### src/rtl/wb_port_arbiter.sv
// Shares the register-file write port between the ALU and load-return writeback paths.
// Latency: 1 cycle from handshake to registered write; conflicts counted per cycle.
// Backpressure: combinational ready, round-robin on conflict; the loser holds valid.
module wb_port_arbiter #(
    parameter int WORD     = 64,
    parameter int REG_ADDR = 5,
    parameter int ZERO_REG = 31,
    parameter int CNT_W    = 16
) (
    input  logic                clk,
    input  logic                rst_n,
    input  logic                alu_valid,
    output logic                alu_ready,
    input  logic [REG_ADDR-1:0] alu_rd,
    input  logic [WORD-1:0]     alu_result,
    input  logic                ld_valid,
    output logic                ld_ready,
    input  logic [REG_ADDR-1:0] ld_rd,
    input  logic [WORD-1:0]     read_data,
    output logic                wb_reg_write,
    output logic [REG_ADDR-1:0] wb_rd,
    output logic [WORD-1:0]     write_back,
    output logic                wb_src,
    output logic [CNT_W-1:0]    conflict_cnt
);

    localparam logic [REG_ADDR-1:0] ZERO_IDX = REG_ADDR'(ZERO_REG);

    // last_winner: 0 = ALU won the previous conflict, 1 = load did
    logic                last_winner_q, last_winner_d;
    logic                wb_reg_write_q, wb_reg_write_d;
    logic [REG_ADDR-1:0] wb_rd_q, wb_rd_d;
    logic [WORD-1:0]     write_back_q, write_back_d;
    logic                wb_src_q, wb_src_d;
    logic [CNT_W-1:0]    conflict_cnt_q, conflict_cnt_d;
    logic                conflict;

    always_comb begin
        conflict  = alu_valid && ld_valid;
        alu_ready = rst_n && alu_valid && (!ld_valid || last_winner_q);
        ld_ready  = rst_n && ld_valid && (!alu_valid || !last_winner_q);

        wb_reg_write_d = 1'b0;
        wb_rd_d        = wb_rd_q;
        write_back_d   = write_back_q;
        wb_src_d       = wb_src_q;
        if (alu_ready) begin
            wb_reg_write_d = (alu_rd != ZERO_IDX);
            wb_rd_d        = alu_rd;
            write_back_d   = alu_result;
            wb_src_d       = 1'b0;
        end else if (ld_ready) begin
            wb_reg_write_d = (ld_rd != ZERO_IDX);
            wb_rd_d        = ld_rd;
            write_back_d   = read_data;
            wb_src_d       = 1'b1;
        end

        last_winner_d  = conflict ? ld_ready : last_winner_q;
        conflict_cnt_d = conflict_cnt_q;
        if (conflict && (conflict_cnt_q != {CNT_W{1'b1}})) begin
            conflict_cnt_d = conflict_cnt_q + CNT_W'(1);
        end
    end

    // Reset leaves last_winner at load so the ALU takes the first conflict.
    always_ff @(posedge clk or negedge rst_n) begin
        if (!rst_n) begin
            last_winner_q  <= 1'b1;
            wb_reg_write_q <= 1'b0;
            wb_rd_q        <= '0;
            write_back_q   <= '0;
            wb_src_q       <= 1'b0;
            conflict_cnt_q <= '0;
        end else begin
            last_winner_q  <= last_winner_d;
            wb_reg_write_q <= wb_reg_write_d;
            wb_rd_q        <= wb_rd_d;
            write_back_q   <= write_back_d;
            wb_src_q       <= wb_src_d;
            conflict_cnt_q <= conflict_cnt_d;
        end
    end

    assign wb_reg_write = wb_reg_write_q;
    assign wb_rd        = wb_rd_q;
    assign write_back   = write_back_q;
    assign wb_src       = wb_src_q;
    assign conflict_cnt = conflict_cnt_q;

endmodule

### config.mk
export PLATFORM = sky130hd
export DESIGN_NAME = wb_port_arbiter
export DESIGN_NICKNAME = d
export VERILOG_FILES = /design/src/rtl/wb_port_arbiter.sv
export SDC_FILE = /design/constraint.sdc
export NUM_CORES = 1
export LEC_CHECK = 0
export CORE_UTILIZATION = 30
export DETAILED_ROUTE_END_ITERATION = 6
export PLACE_DENSITY_LB_ADDON = 0.25
export SLEW_MARGIN = 5
export SYNTH_ARGS = -nofsm -noshare
export SYNTH_HDL_FRONTEND = slang
export SYNTH_SLANG_ARGS = --single-unit
export TNS_END_PERCENT = 30
### constraint.sdc
create_clock -name clk -period 2.9 [get_ports clk]
set_input_delay 0.29 -clock clk [delete_from_list [all_inputs] [get_ports clk]]
set_output_delay 0.29 -clock clk [all_outputs]
set_load 0.05 [all_outputs]
; After elaboration in Yosys (flattened, before gate mapping)
; Cells that the tools add are included.
[word_totals]
ff_bits = 88
inputBits = 142
out_inout_bits = 89
wordCells = 30
[classes]
addsub = 1
n_eq_ne = 3
mux = 8
n_reduce_logical = 12
[op_table]
columns = op, count
row1 = $mux W64, 2
row2 = $add A16 B1 Y16 const B, 1
row3 = $ne A16 B16 Y1 const B, 1
row4 = $mux W5, 2
row5 = $ne A5 B5 Y1 const B, 2
row6 = $logic_and A1 B1 Y1, 6
row7 = $mux W1, 4
row8 = $logic_not A1 Y1, 3
row9 = $logic_or A1 B1 Y1, 2
row10 = $reduce_bool A2 Y1, 1

; Depth between registers and ports, before layout
; Gate-level depths: netlist (run 1).
[depth]
depth_word = 5
ltp_mapped = 6
ltp_nobuf = 5

; Worst setup path after synthesis (run 1)
; No wires, ideal clock.
[synth_path]
kind = reg-to-reg
startpoint = register conflict_cnt_q[0], in the netlist conflict_cnt[0]
endpoint = register conflict_cnt_q[9], in the netlist conflict_cnt[9]
setup_ns = 0.143
arrival_time_ns = 1.763
required_ns = 2.757
path_slack_ns = 0.995
path_stages_with_launch = 7
path_buffers = 1
synth_period_minus_slack_ns = 1.905
path_cell_list = dfrtp_1 -> ha_1 -> and3_1 -> a41oi_4 -> buf_6 -> nand4_1 -> xnor2_1
[synth_via]
elab_chain_len = 2
word_cells_on_any_way = 3
classes_between = 1 x add/sub / 1 x eq/ne / 1 x reduce/logical
[synth_lines]
columns = item, line_no
row1 = "start, declared", 35  ; logic [CNT_W-1:0] conflict_cnt_q, conflict_cnt_d;
row2 = "start signal, assigned", 81  ; conflict_cnt_q <= conflict_cnt_d;
row3 = "parallel branches: the longest is 2 deep, another holds $add A16 B1 Y16", --
; Several ways; the timed one is not identified.
; A chain may end at the register's enable or synchronous reset.

; Worst setup path after layout (run 1)
[layout_path]
startpoint = input port rst_n
endpoint = output port ld_ready
[layout_via]
elab_chain_len = 2
[layout_lines]
columns = item, line_no
row1 = "start, declared", 11  ; input logic rst_n,
row2 = $logic_and A1 B1 Y1 (2 in a row), 41  ; ld_ready = rst_n && ld_valid && (!alu_valid || !last_winner_q);
row3 = "end, declared", 17  ; output logic ld_ready,
; Every way passes these cells.

==> results of run 1 <==
==> worst max path at each step <==
stage	start	end	slack, ns	depth (start not counted)
5_1_grt	rst_n	ld_ready	0.21	5
3_3_place_gp	ld_valid	ld_ready	0.60	4
4_1_cts	rst_n	ld_ready	0.31	5
2_1_floorplan	conflict_cnt[0]	conflict_cnt[9]	0.99	6
6_report	rst_n	ld_ready	0.33	5
3_5_place_dp	ld_valid	ld_ready	0.57	4
==> synth_stat cells <==
cell type / count / share of area (%)
a21o_1: 2 / 0.37
a21oi_1: 1 / 0.12
a22oi_1: 1 / 0.18
a311oi_1: 1 / 0.21
a41oi_4: 1 / 0.68
and3_1: 2 / 0.31
and3b_1: 1 / 0.21
and4_1: 2 / 0.43
and4_4: 1 / 0.28
buf_2: 3 / 0.37
buf_4: 3 / 0.55
buf_6: 6 / 1.7
clkbuf_1: 11 / 1.0
clkinv_2: 1 / 0.12
dfrtp_1: 87 / 53
dfstp_2: 1 / 0.64
ha_1: 1 / 0.31
inv_1: 2 / 0.18
mux2_1: 1 / 0.28
mux2i_1: 68 / 17
nand2_1: 84 / 7.7
nand3_1: 5 / 0.61
nand3b_1: 1 / 0.18
nand4_1: 7 / 1.1
nor2_1: 2 / 0.18
nor3_1: 2 / 0.25
nor4_1: 1 / 0.15
o21ai_1: 70 / 8.6
xnor2_1: 14 / 3.0
xor2_1: 1 / 0.21
==> where the power goes <==
group          internal (W)  switching [W]
Sequential          0.00140       0.000126
Clock              0.000668       0.000466
Combinational      0.000600       0.000933
Total               0.00267        0.00153
==> flip-flops by register name, summed over array words and instances, names as in the netlist <==
| name | flops |
|---|---|
| conflict_cnt | 16 |
| wb_rd | 5 |
| wb_src | 1 |
| write_back | 64 |
| last_winner_q | 1 |
| wb_reg_write | 1 |
==> cells by family after synthesis <==
logic type      synth area share, %
simple gates                   11.4
buf+inv                        3.90
compound gates                 10.2
xor+xnor                       3.22
flops                          54.0
fa+ha+maj                     0.307
mux                            17.0
==> repair_timing <==
action                                  4_1_cts  5_1_grt
hold buffers                                  1        0
setup buffers                                 0        0
endpoints found under the setup margin        0        0
hold endpoints to repair                     13        0
==> layer usage <==
layer	up-vias	track usage (%)	wire (µm)
li1	1775	-	-
met1	1632	18.1	4550
met2	139	26.8	5200
met3	22	5.41	909
met4	0	7.52	247
met5	-	0	0
==> layout make-up <==
| cell class | instances | share of cell area [%] |
|---|---|---|
| clock buffer | 11 | 3.40 |
| timing repair buffer | 237 | 34.9 |
| tap | 176 | 3.22 |
| sequential | 88 | 32.2 |
| clock inverter | 5 | 0.841 |
| inverter | 3 | 0.183 |
| multi-input combinational | 269 | 25.2 |
==> critical path, stage by stage <==
cell             delay (ns)
dlygate4sd3_1          0.53
buf_4                  0.26
nand2_1                0.08
a21oi_1                0.24
clkdlybuf4s50_1        0.86
==> stage by stage <==
stage	total power (W)	instances	hold WS (ns)	cell area, µm²
4_1_cts	0.00425	789	0.367	6840
6_report	0.00420	789	0.370	6840
3_3_place_gp	0.00308	772	0.184	6540
2_1_floorplan	0.00244	383	-0.00559	4080
5_1_grt	0.00439	789	0.386	6840
3_5_place_dp	0.00310	772	0.182	6540
==> flow_metrics.py, run 1 <==
metrics = {
    "yosys": {
        "syn-cell-area_um2": 4080,
        "synth_seq_area_share_pct": 54.0,
        "avgSynthCellArea_um2": 10.6,
        "synthDistinctLibCells": 30,
        "yosysWarnings": 0,
        "synth-seq-cells": 88,
        "post_synth_inst_count": 383,
        "syn_nets": 526,
    },
    "drt": {
        "wl_per_cell_um": 13.8,
        "drtPass1Iterations": 4,
        "vias": 3568,
        "viasPerCell": 4.52,
        "first_iter_violations": 160,
        "detail-route-antenna-nets": 0,
        "finalWirelength_um": 10900,
        "route.detailed.drc": 0,
    },
    "critical_path": {
        "timing.rr.end": "conflict_cnt[1]",
        "worst_setup_path_end_kind": "output pin",
        "r2r-start": "conflict_cnt[0]",
        "required_ns": 2.61,
        "arrival_ns": 2.28,
        "r2r_cells": 4,
        "crit_type": "in2out",
        "path_max_fanout": 18,
        "r2r_setup_slack_ns": 1.08,
        "critPathLaunchType": "input port",
    },
    "sta": {
        "relSlewSlack_pct": 36.6,
        "max_clock_freq_ghz": 0.390,
        "setup_tns_ns": 0,
        "drv_slew": 0,
        "min_period_over_period_pct": 88.5,
        "setup_slack_ns": 0.333,
        "fin_crit_ns": 2.57,
        "worst_slew_pin_slew_ns": 0.950,
        "skew_ns": 0.00678,
        "rsz0062_at_grt": "false",
        "setup_viol": 0,
        "finalHoldViolCount": 0,
    },
    "final_layout": {
        "drive_above_1_share_pct": 4.40,
        "diodes": 0,
        "layout_commonest_cell": "clkdlybuf4s50_1",
        "multi_input_area_um2": 1730,
        "fill_cells": 1268,
        "final-seq-area_um2": 2200,
        "fin_util_pct": 51.7,
        "syn_to_final_growth_pct": 67.8,
        "final_cell_mix": "228 x clkdlybuf4s50_1, 87 x dfrtp_1, 84 x nand2_1, 69 x o21ai_1, 68 x mux2i_1",
        "fin_nets": 751,
    },
    "global_routing": {
        "grt_overflow": 0,
        "antenna_found_initial": 0,
        "grt_max_degree": 79,
        "grt_pass1_wl_um": 17600,
        "grt_usage_pct": 15.9,
        "first_global_vias": 3639,
    },
    "cts": {
        "clock-sinks": 88,
        "htree_levels": 3,
        "root_buffer": "clkbuf_16",
        "clk_latency_ns": 0.33,
        "cts_tree": "done",
        "cts-buffers-inserted": 9,
        "clk_transition_reported_paths_ns": 0.06,
        "ctsResizeCount": 0,
        "cts_buffer_depth": 2,
    },
    "power": {
        "power-per-cell-area_nw_per_um2": 613,
        "ir_drop_mv": 0.240,
        "power_leakage_nw": 2.77,
    },
    "placement": {
        "portBuffers": 230,
        "place_congestion": 0.807,
        "dp_hpwl_um": 8350,
        "pre_cts_ws_ns": 0.568,
    },
    "die": {
        "core_um2": 13200,
        "fp.dieH_um": 119,
        "dieWidth_um": 119,
        "initial_core_util_pct": 30.8,
        "rows": 42,
        "die_area_um2": 14100,
        "ios": 231,
    },
    "min_path": {
        "hold_class": "in2async",
    },
    "run_status": {
        "outcome": "complete, no violations",
    },
    "run": {
        "drv_cap": 0,
    },
}
(Power assumes the default switching activity.)
==> inputs of run 2 (changes only) <==
Settings changed: ABC_CLOCK_PERIOD_IN_PS set to 2900, CAP_MARGIN set to 20, CORE_MARGIN set to 10.
==> run 2 against run 1 <==
Compared with the run above: register-to-register slack got worse by 0.11 ns; sequential share of layout area fell by 0.29 points; setup slack improved by 0.055 ns; combinational power barely moved; critical path depth did not move; total power rose by 3.8%; non-clock buffer count did not move; sequential cell count did not move; hold slack got worse by 0.0013 ns; critical path type unchanged; largest cell class unchanged.
==> flow_metrics.py, run 2 (synthesis gave the netlist of run 1 again) <==
metrics = {
    "run_status": {
        "outcome": "complete, no violations",
    },
    "drt": {
        "first_iter_violations": 107,
        "top_layer": "met4",
        "finalWirelength_um": 13100,
        "route.detailed.drc": 0,
        "dr_wl_met3_um": 1390,
        "wl_per_cell_um": 16.6,
        "vias": 3539,
        "wl_met1_um": 5030,
        "drtPass1Iterations": 4,
        "viasPerCell": 4.49,
        "detail-route-antenna-nets": 0,
        "wl_met2_um": 6470,
    },
    "cts": {
        "clk_latency_ns": 0.33,
        "clock-sinks": 88,
        "ctsHoldBuffers": 1,
        "cts_setup_buffers": 0,
        "htree_levels": 3,
        "cts_buffer_depth": 2,
        "cts-buffers-inserted": 9,
        "clk_transition_reported_paths_ns": 0.06,
        "ctsResizeCount": 0,
        "root_buffer": "clkbuf_16",
        "cts_tree": "done",
    },
    "final_layout": {
        "final_cells": 789,
        "largest_reg_flops": 64,
        "multi_input_area_um2": 1730,
        "diodes": 0,
        "final-seq-area_um2": 2200,
        "fill_cells": 1287,
        "syn_to_final_growth_pct": 69.3,
        "drive_above_1_share_pct": 4.73,
        "layout_commonest_cell": "clkdlybuf4s50_1",
        "fin_util_pct": 51.9,
        "fin_nets": 751,
        "final_cell_mix": "228 x clkdlybuf4s50_1, 87 x dfrtp_1, 84 x nand2_1, 69 x o21ai_1, 68 x mux2i_1",
    },
    "sta": {
        "rsz0062_at_grt": "false",
        "whs_ns": 0.369,
        "setup_viol": 0,
        "drv_slew": 0,
        "max_clock_freq_ghz": 0.398,
        "finalHoldViolCount": 0,
        "skew_ns": 0.00399,
        "min_period_over_period_pct": 86.6,
        "relSlewSlack_pct": 52.2,
        "setup_tns_ns": 0,
        "worst_slew_pin_slew_ns": 0.717,
        "fin_crit_ns": 2.51,
    },
    "die": {
        "initial_core_util_pct": 30.7,
        "die_area_um2": 18700,
        "rows": 42,
        "fp.dieH_um": 137,
        "ios": 231,
        "core_um2": 13300,
        "dieWidth_um": 137,
    },
    "placement": {
        "portBuffers": 230,
        "place_congestion": 0.812,
        "dp_hpwl_um": 10500,
        "placed_cells": 771,
    },
    "global_routing": {
        "antenna_found_initial": 0,
        "grt_max_degree": 80,
        "grt_overflow": 0,
        "grt_usage_pct": 13.7,
        "grt_pass1_wl_um": 20200,
        "first_global_vias": 3724,
    },
    "power": {
        "ir_drop_mv": 0.242,
        "switching_share_pct": 35.6,
        "power-per-cell-area_nw_per_um2": 631,
        "power_leakage_nw": 2.80,
        "p_int_w": 0.00281,
        "p_comb_share_pct": 35.8,
        "clkPwrFrac_pct": 29.1,
        "power_switching_w": 0.00155,
        "pwr-share-seq_pct": 35.1,
    },
    "critical_path": {
        "path_max_fanout": 14,
        "r2r_cells": 6,
        "critPathLaunchType": "input port",
        "worst_setup_path_end_kind": "output pin",
        "arrival_ns": 2.22,
        "crit_type": "in2out",
        "required_ns": 2.61,
    },
    "min_path": {
        "hold_class": "in2async",
    },
    "run": {
        "drv_cap": 0,
    },
}
run 2: cell types whose count changed in the layout (fill, tap and decap cells not counted), sizes merged:
cell | before | now
clkinv | 5 | 4
bufinv | 1 | 2
run 2: final cells by class:
class,count,area share [%]
sequential,88,31.9
clock buffer,11,3.66
inverter,3,0.181
multi-input combinational,269,25.0
clock inverter,5,1.14
timing repair buffer,237,34.9
tap,176,3.19
run 2: power groups by stage:
stage	Sequential [W]	Clock (W)	Combinational, W
2_1_floorplan	0.00214	0	0.000295
3_3_place_gp	0.00154	0	0.00156
3_5_place_dp	0.00155	0	0.00158
4_1_cts	0.00153	0.00131	0.00158
5_1_grt	0.00155	0.00136	0.00165
6_report	0.00153	0.00127	0.00156
run 2: worst max-delay path: stages:
cell             delay (ns)
dlygate4sd3_1          0.54
buf_4                  0.24
nand2_1                0.07
a21oi_1                0.21
clkdlybuf4s50_1        0.86
run 2: through the flow:
stage / setup slack (ns) / area [µm²] / power [W]
6_report: 0.388 / 6900 / 0.00435
2_1_floorplan: 0.995 / 4080 / 0.00244
3_5_place_dp: 0.589 / 6540 / 0.00313
4_1_cts: 0.347 / 6880 / 0.00442
3_3_place_gp: 0.583 / 6540 / 0.00310
5_1_grt: 0.238 / 6900 / 0.00456
run 2: path summary, 6_finish.rpt:
path | from | to | slack (ns)
max | rst_n | ld_ready | 0.39
min | rst_n | write_back[55] | 0.37
max reg2reg | last_winner_q | write_back[33] | 0.97
min reg2reg | wb_src | wb_src | 0.48
max in group asynchronous | rst_n | last_winner_q | 1.60
min in group clk | wb_src | wb_src | 0.48
run 2: routing by layer:
layer | GRT usage [%] | vias up
li1 | - | 1775
met1 | 15.0 | 1623
met2 | 23.1 | 129
met3 | 5.76 | 12
met4 | 4.97 | 0
met5 | 0 | -
==> inputs of run 3 (changes only) <==
Settings changed: SLEW_MARGIN 5 to 10.
==> run 3 against run 2 <==
Compared with the run above: critical path depth unchanged; clock-buffer cell count unchanged; combinational power about the same; largest power group unchanged; first-iteration DRC count rose by 13%; critical endpoint unchanged.
==> flow_metrics.py, run 3 (synthesis gave the netlist of run 1 again) <==
metrics = {
    "run_status": {
        "outcome": "complete, no violations",
    },
    "power": {
        "power-per-cell-area_nw_per_um2": 631,
        "clkPwrFrac_pct": 29.1,
        "pwr-share-seq_pct": 35.1,
        "fin_total_pwr_w": 0.00435,
        "p_comb_share_pct": 35.8,
        "power_leakage_nw": 2.80,
        "power_switching_w": 0.00155,
        "ir_drop_mv": 0.242,
        "p_int_w": 0.00281,
        "switching_share_pct": 35.6,
    },
    "cts": {
        "root_buffer": "clkbuf_16",
        "clk_transition_reported_paths_ns": 0.06,
        "cts-buffers-inserted": 9,
        "cts_setup_buffers": 0,
        "clk_latency_ns": 0.33,
        "clock-sinks": 88,
        "cts_tree": "done",
        "cts_buffer_depth": 2,
        "htree_levels": 3,
    },
    "sta": {
        "setup_viol": 0,
        "rsz0062_at_grt": "false",
        "max_clock_freq_ghz": 0.398,
        "fin_crit_ns": 2.51,
        "min_period_over_period_pct": 86.6,
        "finalHoldViolCount": 0,
        "setup_tns_ns": 0,
        "drv_slew": 0,
        "skew_ns": 0.00384,
        "relSlewSlack_pct": 52.2,
        "worst_slew_pin_slew_ns": 0.716,
    },
    "die": {
        "rows": 42,
        "core_um2": 13300,
        "initial_core_util_pct": 30.7,
        "ios": 231,
        "fp.dieH_um": 137,
        "dieWidth_um": 137,
        "die_area_um2": 18700,
    },
    "critical_path": {
        "worst_setup_path_end_kind": "output pin",
        "path_max_fanout": 14,
        "crit_type": "in2out",
        "path_cells": "dlygate4sd3_1 > buf_4 > nand2_1 > a21oi_1 > clkdlybuf4s50_1",
        "crit_slowest_cell": "clkdlybuf4s50_1",
        "critPathLaunchType": "input port",
        "arrival_ns": 2.22,
        "required_ns": 2.61,
        "r2r_cells": 6,
        "cp_slowest_stage_delay_ns": 0.86,
    },
    "placement": {
        "portBuffers": 230,
        "place_congestion": 0.812,
        "dp_hpwl_um": 10500,
    },
    "run": {
        "drv_cap": 0,
    },
    "global_routing": {
        "grt_max_degree": 80,
        "grt_overflow": 0,
        "grt_pass1_wl_um": 20200,
        "first_global_vias": 3724,
        "grt_usage_pct": 13.7,
        "antenna_found_initial": 0,
    },
    "drt": {
        "viasPerCell": 4.49,
        "detail-route-antenna-nets": 0,
        "wl_per_cell_um": 16.6,
        "first_iter_violations": 121,
        "drtPass1Iterations": 4,
        "finalWirelength_um": 13100,
        "route.detailed.drc": 0,
        "vias": 3543,
    },
    "final_layout": {
        "drive_above_1_share_pct": 4.73,
        "fill_cells": 1285,
        "diodes": 0,
        "syn_to_final_growth_pct": 69.3,
        "fin_nets": 751,
        "layout_commonest_cell": "clkdlybuf4s50_1",
        "final_cell_mix": "228 x clkdlybuf4s50_1, 87 x dfrtp_1, 84 x nand2_1, 69 x o21ai_1, 68 x mux2i_1",
        "largest_reg_flops": 64,
    },
    "min_path": {
        "hold_class": "in2async",
    },
}
==> run 3: cell counts in the layout (fill, tap and decap cells not counted) <==
No cell type changed its count.
==> run 3: stage by stage <==
| stage | hold slack (ns) | util, % | worst slack, ns | instance area (µm²) | std cells |
|---|---|---|---|---|---|
| after floorplan | -0.00559 | - | 0.995 | 4080 | 383 |
| after global placement | 0.159 | 49.2 | 0.583 | 6540 | 771 |
| after detailed placement | 0.159 | 49.2 | 0.589 | 6540 | 771 |
| after CTS | 0.369 | 51.7 | 0.347 | 6880 | 788 |
| after global routing | 0.396 | 51.9 | 0.238 | 6900 | 789 |
| final | 0.369 | 51.9 | 0.389 | 6900 | 789 |
==> run 3: worst max-delay path, delay by kind of cell <==
kind	cells	cell delay, ns
compound gates	1	0.21
simple gates	1	0.07
buf+inv	3	1.63
==> run 3: area by class of cell <==
cell class | instances | area [µm²] | area share (%)
Timing Repair Buffer | 237 | 2410 | 34.9
Inverter | 3 | 12.5 | 0.181
Clock buffer | 11 | 253 | 3.66
Multi-Input combinational cell | 269 | 1730 | 25.0
Tap cell | 176 | 220 | 3.19
Clock inverter | 5 | 78.8 | 1.14
Sequential cell | 88 | 2200 | 31.9
==> run 3: repair_timing <==
| action | 4_1_cts | 5_1_grt |
|---|---|---|
| hold endpoints to repair | 10 | 0 |
| hold buffers | 1 | 0 |
| gates resized for setup | 0 | 0 |
==> run 3: final timing paths <==
| path | from | to | slack (ns) |
|---|---|---|---|
| setup / recovery | rst_n | ld_ready | 0.39 |
| hold / removal | rst_n | write_back[55] | 0.37 |
| setup reg to reg | last_winner_q | write_back[33] | 0.97 |
| hold reg to reg | wb_src | wb_src | 0.48 |
| max in group asynchronous | rst_n | last_winner_q | 1.61 |
| min in group clk | wb_src | wb_src | 0.48 |
==> run 3: power groups by stage <==
stage	clock network, W	registers [W]	logic (W)
floorplan	0	0.00214	0.000295
global placement	0	0.00154	0.00156
detailed placement	0	0.00155	0.00158
CTS	0.00131	0.00153	0.00158
global route	0.00136	0.00155	0.00165
finish	0.00127	0.00153	0.00156
==> run 3: routing by layer <==
layer | track usage, % | routed length (µm) | up-vias
li1 | - | - | 1777
met1 | 15.0 | 5040 | 1627
met2 | 23.1 | 6490 | 127
met3 | 5.76 | 1380 | 12
met4 | 4.97 | 199 | 0
met5 | 0 | 0 | -
